### src/rtl/uarch_pkg.sv
// rtl/uarch_pkg.sv - shared micro-architecture constants and fetch types
package uarch_pkg;

    localparam int CPU_ADDR_BITS      = 32;
    localparam int CPU_INST_BITS      = 32;
    localparam int FETCH_WIDTH        = 2;
    localparam int FETCH_MAX_INFLIGHT = 2;
    localparam int FETCH_PKT_BITS     = FETCH_WIDTH * CPU_INST_BITS;

    typedef logic [CPU_ADDR_BITS-1:0]  addr_t;
    typedef logic [FETCH_PKT_BITS-1:0] pkt_t;

    localparam addr_t BOOT_PC      = 32'h0000_0000;
    localparam addr_t FETCH_STRIDE = addr_t'(4 * FETCH_WIDTH);

    typedef struct packed {
        addr_t pc;
        pkt_t  data;
        logic  filled;
        logic  kill;
    } fetch_entry_t;

    // Sequential packet address; wraps naturally at the top of the address space.
    function automatic addr_t next_fetch_pc(input addr_t cur_pc);
        return cur_pc + FETCH_STRIDE;
    endfunction

endpackage

### src/rtl/fetch_unit_if.sv
// rtl/fetch_unit_if.sv - redirect, I-cache and inst buffer signals of the fetch unit
interface fetch_unit_if;
    import uarch_pkg::*;

    logic  redirect_val;
    addr_t redirect_pc;
    logic  icache_req_val;
    addr_t icache_req_addr;
    logic  icache_req_rdy;
    logic  icache_resp_val;
    pkt_t  icache_resp_data;
    addr_t pc;
    pkt_t  icache_dout;
    logic  icache_dout_val;
    logic  inst_buffer_rdy;

    modport master (
        input  redirect_val, redirect_pc,
        input  icache_req_rdy, icache_resp_val, icache_resp_data,
        input  inst_buffer_rdy,
        output icache_req_val, icache_req_addr,
        output pc, icache_dout, icache_dout_val
    );

    modport slave (
        output redirect_val, redirect_pc,
        output icache_req_rdy, icache_resp_val, icache_resp_data,
        output inst_buffer_rdy,
        input  icache_req_val, icache_req_addr,
        input  pc, icache_dout, icache_dout_val
    );

endinterface

### src/rtl/fetch_queue.sv
// rtl/fetch_queue.sv - in-order storage for issued fetch packets with fill and kill tracking
module fetch_queue
    import uarch_pkg::*;
#(
    parameter int DEPTH = FETCH_MAX_INFLIGHT
) (
    input  logic  clk,
    input  logic  rst,
    input  logic  alloc_i,
    input  addr_t alloc_pc_i,
    input  logic  fill_i,
    input  pkt_t  fill_data_i,
    input  logic  flush_i,
    input  logic  pop_i,
    output logic  full_o,
    output logic  head_filled_o,
    output logic  head_kill_o,
    output addr_t head_pc_o,
    output pkt_t  head_data_o
);

    localparam int PW = $clog2(DEPTH);
    localparam int CW = $clog2(DEPTH) + 1;

    typedef logic [PW-1:0] ptr_t;
    typedef logic [CW-1:0] cnt_t;

    fetch_entry_t ent_q [DEPTH];
    fetch_entry_t ent_d [DEPTH];
    ptr_t         alloc_ptr_q, alloc_ptr_d;
    ptr_t         fill_ptr_q,  fill_ptr_d;
    ptr_t         head_ptr_q,  head_ptr_d;
    cnt_t         count_q,     count_d;
    logic [DEPTH-1:0] live;
    logic         fill_ok;

    // An entry is live when its distance from the head is below the occupancy.
    always_comb begin
        live = '0;
        for (int i = 0; i < DEPTH; i++) begin
            live[i] = cnt_t'(ptr_t'(ptr_t'(i) - head_ptr_q)) < count_q;
        end
    end

    assign fill_ok = live[fill_ptr_q] && !ent_q[fill_ptr_q].filled;

    always_comb begin
        ent_d       = ent_q;
        alloc_ptr_d = alloc_ptr_q;
        fill_ptr_d  = fill_ptr_q;
        head_ptr_d  = head_ptr_q;
        count_d     = count_q + cnt_t'(alloc_i) - cnt_t'(pop_i);

        if (fill_i) begin
            ent_d[fill_ptr_q].data   = fill_data_i;
            ent_d[fill_ptr_q].filled = 1'b1;
            fill_ptr_d               = fill_ptr_q + ptr_t'(1);
        end

        if (flush_i) begin
            for (int i = 0; i < DEPTH; i++) begin
                if (live[i]) begin
                    ent_d[i].kill = 1'b1;
                end
            end
        end

        if (pop_i) begin
            ent_d[head_ptr_q].filled = 1'b0;
            ent_d[head_ptr_q].kill   = 1'b0;
            head_ptr_d               = head_ptr_q + ptr_t'(1);
        end

        // Never collides with a flush: requests are withheld during a redirect.
        if (alloc_i) begin
            ent_d[alloc_ptr_q].pc     = alloc_pc_i;
            ent_d[alloc_ptr_q].data   = '0;
            ent_d[alloc_ptr_q].filled = 1'b0;
            ent_d[alloc_ptr_q].kill   = 1'b0;
            alloc_ptr_d               = alloc_ptr_q + ptr_t'(1);
        end
    end

    always_ff @(posedge clk) begin
        if (!rst) begin
            for (int i = 0; i < DEPTH; i++) begin
                ent_q[i] <= '0;
            end
            alloc_ptr_q <= '0;
            fill_ptr_q  <= '0;
            head_ptr_q  <= '0;
            count_q     <= '0;
        end else begin
            ent_q       <= ent_d;
            alloc_ptr_q <= alloc_ptr_d;
            fill_ptr_q  <= fill_ptr_d;
            head_ptr_q  <= head_ptr_d;
            count_q     <= count_d;
        end
    end

    assign full_o        = count_q == cnt_t'(DEPTH);
    assign head_filled_o = ent_q[head_ptr_q].filled;
    assign head_kill_o   = ent_q[head_ptr_q].kill;
    assign head_pc_o     = ent_q[head_ptr_q].pc;
    assign head_data_o   = ent_q[head_ptr_q].data;

    resp_has_owner: assert property (@(posedge clk) disable iff (!rst) fill_i |-> fill_ok)
        else $error("fetch_queue: I-cache response with no outstanding request");

endmodule

### src/rtl/fetch_unit.sv
// rtl/fetch_unit.sv - fetch address generation and I-cache / inst buffer handshakes
module fetch_unit
    import uarch_pkg::*;
#(
    parameter int    MAX_INFLIGHT = FETCH_MAX_INFLIGHT,
    parameter addr_t RESET_PC     = BOOT_PC
) (
    input  logic  clk,
    input  logic  rst,
    fetch_unit_if.master bus
);

    addr_t fetch_pc_q, fetch_pc_d;
    logic  q_full;
    logic  head_filled;
    logic  head_kill;
    addr_t head_pc;
    pkt_t  head_data;
    logic  req_fire;
    logic  present;
    logic  pop;

    assign bus.icache_req_val  = !q_full && rst && !bus.redirect_val;
    assign bus.icache_req_addr = fetch_pc_q;
    assign req_fire            = bus.icache_req_val && bus.icache_req_rdy;

    // A redirect hides the head packet in the same cycle it becomes stale.
    assign present = rst && head_filled && !head_kill && !bus.redirect_val;
    assign pop     = head_filled && (head_kill || (present && bus.inst_buffer_rdy));

    assign bus.icache_dout_val = present;
    assign bus.pc              = present ? head_pc   : '0;
    assign bus.icache_dout     = present ? head_data : '0;

    always_comb begin
        fetch_pc_d = fetch_pc_q;
        if (bus.redirect_val) begin
            fetch_pc_d = bus.redirect_pc;
        end else if (req_fire) begin
            fetch_pc_d = next_fetch_pc(fetch_pc_q);
        end
    end

    always_ff @(posedge clk) begin
        if (!rst) begin
            fetch_pc_q <= RESET_PC;
        end else begin
            fetch_pc_q <= fetch_pc_d;
        end
    end

    fetch_queue #(
        .DEPTH (MAX_INFLIGHT)
    ) u_queue (
        .clk           (clk),
        .rst           (rst),
        .alloc_i       (req_fire),
        .alloc_pc_i    (fetch_pc_q),
        .fill_i        (bus.icache_resp_val),
        .fill_data_i   (bus.icache_resp_data),
        .flush_i       (bus.redirect_val),
        .pop_i         (pop),
        .full_o        (q_full),
        .head_filled_o (head_filled),
        .head_kill_o   (head_kill),
        .head_pc_o     (head_pc),
        .head_data_o   (head_data)
    );

endmodule

### src/flat_wrapper.sv
// flat-port wrapper written by rule: the top's interface ports become plain ports
module fetch_unit_flat import uarch_pkg::*;
#(
    parameter int    MAX_INFLIGHT = FETCH_MAX_INFLIGHT,
    parameter addr_t RESET_PC     = BOOT_PC
)
  (clk, rst, bus_redirect_val, bus_redirect_pc, bus_icache_req_rdy, bus_icache_resp_val, bus_icache_resp_data, bus_inst_buffer_rdy, bus_icache_req_val, bus_icache_req_addr, bus_pc, bus_icache_dout, bus_icache_dout_val);
  fetch_unit_if bus_i ();
  input  logic clk;
  input  logic rst;
  input wire logic [$bits(bus_i.redirect_val)-1:0] bus_redirect_val;
  input wire logic [$bits(bus_i.redirect_pc)-1:0] bus_redirect_pc;
  input wire logic [$bits(bus_i.icache_req_rdy)-1:0] bus_icache_req_rdy;
  input wire logic [$bits(bus_i.icache_resp_val)-1:0] bus_icache_resp_val;
  input wire logic [$bits(bus_i.icache_resp_data)-1:0] bus_icache_resp_data;
  input wire logic [$bits(bus_i.inst_buffer_rdy)-1:0] bus_inst_buffer_rdy;
  output wire logic [$bits(bus_i.icache_req_val)-1:0] bus_icache_req_val;
  output wire logic [$bits(bus_i.icache_req_addr)-1:0] bus_icache_req_addr;
  output wire logic [$bits(bus_i.pc)-1:0] bus_pc;
  output wire logic [$bits(bus_i.icache_dout)-1:0] bus_icache_dout;
  output wire logic [$bits(bus_i.icache_dout_val)-1:0] bus_icache_dout_val;
  assign bus_i.redirect_val = bus_redirect_val;
  assign bus_i.redirect_pc = bus_redirect_pc;
  assign bus_i.icache_req_rdy = bus_icache_req_rdy;
  assign bus_i.icache_resp_val = bus_icache_resp_val;
  assign bus_i.icache_resp_data = bus_icache_resp_data;
  assign bus_i.inst_buffer_rdy = bus_inst_buffer_rdy;
  assign bus_icache_req_val = bus_i.icache_req_val;
  assign bus_icache_req_addr = bus_i.icache_req_addr;
  assign bus_pc = bus_i.pc;
  assign bus_icache_dout = bus_i.icache_dout;
  assign bus_icache_dout_val = bus_i.icache_dout_val;
  fetch_unit #(.MAX_INFLIGHT(MAX_INFLIGHT), .RESET_PC(RESET_PC)) u_core (.clk(clk), .rst(rst), .bus(bus_i));
endmodule
### config.mk
export PLATFORM = sky130hd
export DESIGN_NAME = fetch_unit_flat
export DESIGN_NICKNAME = d
export VERILOG_FILES = /design/src/rtl/uarch_pkg.sv /design/src/rtl/fetch_unit_if.sv /design/src/rtl/fetch_queue.sv /design/src/rtl/fetch_unit.sv /design/src/flat_wrapper.sv
export SDC_FILE = /design/constraint.sdc
export NUM_CORES = 1
export LEC_CHECK = 0
export CAP_MARGIN = 10
export CORE_MARGIN = 3
export CORE_UTILIZATION = 46
export CTS_CLUSTER_DIAMETER = 120
export CTS_CLUSTER_SIZE = 24
export DETAILED_ROUTE_END_ITERATION = 7
export GPL_ROUTABILITY_DRIVEN = 1
export GPL_TIMING_DRIVEN = 0
export PLACE_DENSITY = 0.84
export SYNTH_ARGS = -nofsm -noshare
export SYNTH_HDL_FRONTEND = slang
export SYNTH_SLANG_ARGS = --single-unit
### constraint.sdc
create_clock -name clk -period 1.9 [get_ports clk]
set_clock_uncertainty 0.2 [all_clocks]
set_input_delay 0.285 -clock clk [delete_from_list [all_inputs] [get_ports clk]]
set_output_delay 0.285 -clock clk [all_outputs]
set_load 0.02 [all_outputs]
==> run metrics, run 1 <==
run status finished, violations left; violated checks setup timing; die area approximately 24000 µm²; nature of the critical path endpoint primary output; Area Overhead vs Synth 49.4%; Synth Area in Compound Gates 13.1%; H-tree Lvls 1; Min-Delay Path Class primary input to register; mux share of post-synthesis cell area under 10%; drt first pass iters 6; worst setup path start u_core.u_queue.head_ptr_q; layout cells sized above 1 about a quarter; placed cells approximately 1800; clk slew on worst S/H paths approximately 0.10 ns; CP Max Fanout 7; nets roughly 1700; Initial DRC Count roughly 1100; Routability Congestion 0.901; Final WS setup -0.498 ns; switching share of power between 20 and 30%; All-Layer GR Usage between 20% and 30%; minimum clock period roughly 2.4 ns; Initial Util 46.9%; RSZ-0062 raised after global routing true; post-synthesis sequential area ratio a little under half; Seq pwr share ~54%; first-pass GRT wire length between 50 and 60 mm; LEAKAGE ~0.0054 µW; syn nets between 1000 and 1500; TritonCTS clock tree yes; Critical Path RT around 1.4 ns; placed cell area 13000 µm²; crit path kind register to primary output; Gate power share between 10% and 20%; internal power approximately 7000 µW; Psw around 2800 µW; hold_sp rst; hold slack final between 0.07 and 0.08 ns; setup violators final between 100 and 150; Post-Synth XOR/XNOR Area ~2%; n_diodes 0; achievable frequency 417 MHz; Root Driver clkbuf_16; number of cell rows 54; Top Usage Layer GRT met2; met3 Use GR under 10%; Antenna Nets Post-Route 0; Slew @ Worst Pin approximately 0.72 ns; Distinct cells, synth between 50 and 60; Post-Syn Area ~10000 µm²; Die H roughly 160 µm; met2 GRT Util roughly 50%; CP arrival ~1.9 ns; Avg WL per Cell around 21 µm; max_cap viols 0; main combinational cell family by area after synthesis simple AND/OR/NAND/NOR gates; # IOs 232; Slew HR approximately 52%; via count 11200; worst flop-to-flop path startpoint u_core.u_queue.head_ptr_q; port bufs 230; mean area per synthesized cell around 7.8 µm²; clock power share between 20% and 30%; pwr dens around 640 nW/µm²; # DRC 0; CTS Sinks about 230; detail-routed via count per cell 5.92; Final Non-Filler Cells 1898; initial antenna violation count 1; Clock Path Buffers 3; CTS Buf Count 13; Max VDD drop 0.539 mV; largest net degree at the start of global routing 25; Cells after Synth around 1300; Post-synth EDFFs 0; synthesis-stage register bit count about 230; startpoint types register; number of global-route vias before repair a little over 10000; adder-cell share of the synthesized area 0.366%; met1 Track Usage GR 37.5%; final number of max-transition violations 0; Synth Flop Type dfxtp_1; fin crit share 126%; core footprint 21900 µm²; post-synthesis simple-gate area fraction between 20 and 25%; share of flip-flops with an asynchronous set or reset 0%; Final Hold Violating Endpoints 0; DP HPWL 24.8 mm; cell area after layout ~15000 µm²; DRT Wirelength 40.5 mm; total congestion overflow 0; Ys Warns 0; clk_lat worst skew 0.49 ns; Horiz. Die Dim approximately 160 µm
power groups by stage:
stage | logic (µW) | clock network [µW] | registers, µW
after floorplan | 695 | 0 | 5360
after global placement | 1330 | 0 | 5350
after detailed placement | 1350 | 0 | 5360
after CTS | 1550 | 2840 | 5270
after global routing | 1810 | 3030 | 5300
final | 1720 | 2880 | 5290
area by class of cell:
cell class,count,area [µm²]
Tap cell,280,350
Timing Repair Buffer,280,2840
Fill cell,1616,6560
Buffer,99,885
Sequential cell,233,4730
Multi-Input combinational cell,983,6160
Inverter,9,36.3
Clock inverter,1,8.76
Clock buffer,13,325
repair_timing:
item                                   in CTS  in global routing
setup endpoints to repair                 332                308
buffers inserted                            8                 30
endpoints found under the hold margin       2                  0
hold buffers                                1                  0
gates resized for setup                   864                139
pin swaps                                  22                 45
gates cloned                               11                  4
final timing paths:
| path | endpoint | slack [ns] | cells past startpoint |
|---|---|---|---|
| hold / removal | u_core.u_queue.ent_q[105] | 0.07 | 4 |
| setup reg to reg | u_core.u_queue.count_q[1] | -0.10 | 9 |
| hold reg to reg | u_core.u_queue.ent_q[162] | 0.26 | 2 |
| setup / recovery | bus_icache_dout[0] | -0.50 | 8 |
routing by layer:
metal | share of wire, % | up-vias | routed length, µm
li1 | - | 4968 | -
met1 | 36 | 5278 | 14700
met2 | 48 | 814 | 19400
met3 | 11 | 175 | 4350
met4 | 4.9 | 2 | 2000
met5 | 0.037 | - | 15
kinds of logic (layout without fill, tap and decap cells):
kind of cell,Yosys count,count (layout)
mux,101,101
buf+inv,110,402
fa+ha+maj,3,3
xor+xnor,24,24
compound gates,258,258
simple gates,594,597
flops,233,233
cell usage in the layout (no fill, tap or decap), types with 21 or more instances in the layout:
master and n:
buf_4 70, mux2i_2 26, nor2_4 61, clkbuf_16 24, dfxtp_1 205, nor2_1 35
o21ai_0 21, clkdlybuf4s50_1 98, mux2i_1 64, clkbuf_1 26, nor2_2 24, dlygate4sd2_1 32
nand2_1 401, a21oi_1 217, buf_6 87
flip-flops by register name, indices dropped and copies added, names as in the netlist:
name and flops:
u_core.u_queue.head_ptr_q 1, u_core.u_queue.count_q 2, u_core.u_queue.ent_q 196, u_core.u_queue.fill_ptr_q 1, u_core.u_queue.alloc_ptr_q 1, u_core.bus.icache_req_addr 32
Yosys cell counts (4+ instances only):
library cell	number	area share, %
a21oi_1	218	11
and2_1	8	0.49
and4_1	4	0.34
buf_1	6	0.22
buf_2	30	1.5
clkbuf_1	62	2.3
dfxtp_1	233	45
inv_1	7	0.26
mux2i_1	101	9.9
nand2_1	404	15
nand3_1	11	0.54
nand4_1	9	0.55
nor2_1	120	4.4
nor2b_1	4	0.24
nor3_1	4	0.20
nor4_1	4	0.24
nor4_2	4	0.49
o21ai_0	21	1.0
xnor2_1	19	1.6
xor2_1	5	0.43
stage by stage:
stage                     worst slack, ns  total power, µW  util, %  setup TNS [ns]
after global routing               -0.561            10100     70.1          -46.93
after global placement              -1.34             6680     59.5         -225.09
final                              -0.498             9890     70.1          -40.10
after detailed placement            -1.36             6710     59.5         -230.31
after floorplan                   -0.0164             6050        -          -0.295
after CTS                          -0.505             9650     66.6          -40.11
critical path, stage by stage (launching register included):
cell and delay, ns:
dfxtp_2 0.35, buf_6 0.13, nor2_4 0.09, a22o_4 0.17
nand2_8 0.09, buf_12 0.17, buf_16 0.16, nor2_4 0.15
buf_6 0.13
Note: power is estimated with default switching activity, not from simulation.
==> run 2: changes to the inputs <==
PLACE_DENSITY = 0.81   (was 0.84)
==> run metrics, run 2 (synthesized netlist as in run 1, its figures left out) <==
run status finished, violations left; violated checks setup timing; Area Overhead vs Synth 49.7%; setup_tns -42.56 ns (-2.46 ns); All-Layer GR Usage 28.4% (-1.1 points); CP Max Fanout 8 (+1); Seq pwr share 53.6% (about the same); DP HPWL 24.2 mm (-2.6%); Initial Util 46.9% (unchanged); Psw 2770 µW (-1.3%); setup violators final 123 (+13%); final number of max-transition violations 0 (unchanged); hold-critical path depth 4 (unchanged); initial antenna violation count 0 (-1); Root Driver clkbuf_16; Routability Congestion 0.877 (-2.7%); max_cap viols 0 (unchanged); Final WS setup -0.523 ns (-0.0257 ns); TritonCTS clock tree yes; largest net degree at the start of global routing 25 (unchanged); RSZ-0062 raised after global routing true; nature of the critical path endpoint primary output; Layout Utilization 70.2% (+0.11 points); internal power 7080 µW (about the same); total congestion overflow 0 (unchanged); Critical Path RT 1.41 ns (about the same); most frequent cells in the layout nand2_1, a21oi_1, dfxtp_1; Die H 155 µm (unchanged); clk slew on worst S/H paths 0.10 ns (about the same); Most flops, register u_core.u_queue.ent_q; Gate power share 17.3% (about the same); port bufs 230 (unchanged); CTS Sinks 233 (unchanged); DRT Wirelength 39.6 mm (-2.2%); first-pass GRT wire length 54.7 mm (-4.1%); max FFs per register 196 (unchanged); crit path kind register to primary output; number of global-route vias before repair 10100 (-2.5%); Slew HR 47.8% (-4.5 points); Antenna Nets Post-Route 0 (unchanged); Min-Delay Path Class primary input to register; clock power share 29.1% (about the same); CTS Buf Count 13 (unchanged); R2R depth 8 (-1); die area 24100 µm² (unchanged); achievable frequency 413 MHz (-1.1%); Avg WL per Cell 20.8 µm (-2.4%); Initial DRC Count 1069 (-6.3%); drt first pass iters 5 (-1); switching share of power 28.1% (-0.27 points); CP arrival 1.94 ns (+0.03 ns); Max VDD drop 0.553 mV (+2.6%); H-tree Lvls 1 (unchanged); fin crit share 128% (+1.4 points); minimum clock period 2.42 ns (+0.0257 ns); placed cell area 13000 µm² (unchanged); nets 1727 (+0.17%); Final Hold Violating Endpoints 0 (unchanged); detail-routed via count per cell 5.81 (-1.9%); cell area after layout 15400 µm² (+0.16%); # DRC 0 (unchanged); Slew @ Worst Pin 0.783 ns (+0.0679 ns); via count 11000 (-1.7%); DP Worst Slack -1.31 ns (+0.0489 ns); number of cell rows 54 (unchanged); clk_lat worst skew 0.48 ns (about the same); LEAKAGE 0.00546 µW (+0.24%); layout cells sized above 1 25.8% (-0.73 points); Clock Path Buffers 3 (unchanged); startpoint types register; # IOs 232 (unchanged); most common cell after layout, fill and taps aside nand2_1; pwr dens 641 nW/µm² (-0.51%); core footprint 21900 µm² (unchanged); Horiz. Die Dim 155 µm (unchanged)
[run 2: cell count changes in the layout (fill, tap and decap cells not counted), moves of 3 or more]
cell / previous run / this run
buf_4: 70 / 85
buf_6: 87 / 74
nor2_1: 35 / 44
mux2i_2: 26 / 18
nor2_2: 24 / 17
buf_12: 9 / 14
mux2i_4: 11 / 16
mux2i_1: 64 / 67
[run 2: layout make-up]
cell class                 instances  area [µm²]
antenna                            1        2.50
buffer                            99         878
clock buffer                      13         325
clock inverter                     1        8.76
fill                            1612        6530
inverter                           9        36.3
multi-input combinational        983        6160
sequential                       233        4730
tap                              280         350
timing repair buffer             283        2860
[run 2: metrics by stage]
| step | total power, µW | instances | hold slack [ns] |
|---|---|---|---|
| global placement | 6680 | 1833 | 0.241 |
| floorplan | 6050 | 1323 | 0.221 |
| global route | 10100 | 1901 | 0.0693 |
| CTS | 9600 | 1865 | 0.0673 |
| finish | 9850 | 1902 | 0.0735 |
| detailed placement | 6710 | 1833 | 0.246 |
[run 2: path summary, 6_finish.rpt]
check,startpoint,end,slack (ns)
worst max register to register,u_core.u_queue.head_ptr_q,u_core.u_queue.count_q[0],-0.09
worst max-delay path,u_core.u_queue.head_ptr_q,bus_icache_dout[1],-0.52
worst min-delay path,rst,u_core.u_queue.ent_q[3],0.07
worst min register to register,u_core.u_queue.ent_q[40],u_core.u_queue.ent_q[40],0.26
[run 2: power groups by stage]
stage,logic (µW),registers [µW],clock network (µW)
finish,1710,5280,2860
global placement,1330,5350,0
global route,1810,5300,2990
CTS,1500,5260,2840
detailed placement,1350,5360,0
floorplan,695,5360,0
[run 2: timing repair]
action,CTS,global route
resized for setup,819,170
endpoints found under the setup margin,332,296
hold buffers,1,0
pin swaps,19,34
cloned,9,8
setup buffers,9,29
hold endpoints to repair,2,0
[run 2: routing by layer]
layer	up-vias	GRT usage, %	share of wire [%]
li1	4984	-	-
met1	5169	36.2	37
met2	742	47.4	48
met3	147	5.37	10
met4	0	11.9	5.1
met5	-	0	0
[run 2: worst max-delay path, stage by stage, from the launching register on]
cell and delay [ns]:
dfxtp_2 0.35, buf_6 0.13, nor2_4 0.11, a22o_4 0.17
nand2_8 0.08, buf_12 0.17, buf_16 0.16, nor2_4 0.13
buf_6 0.14
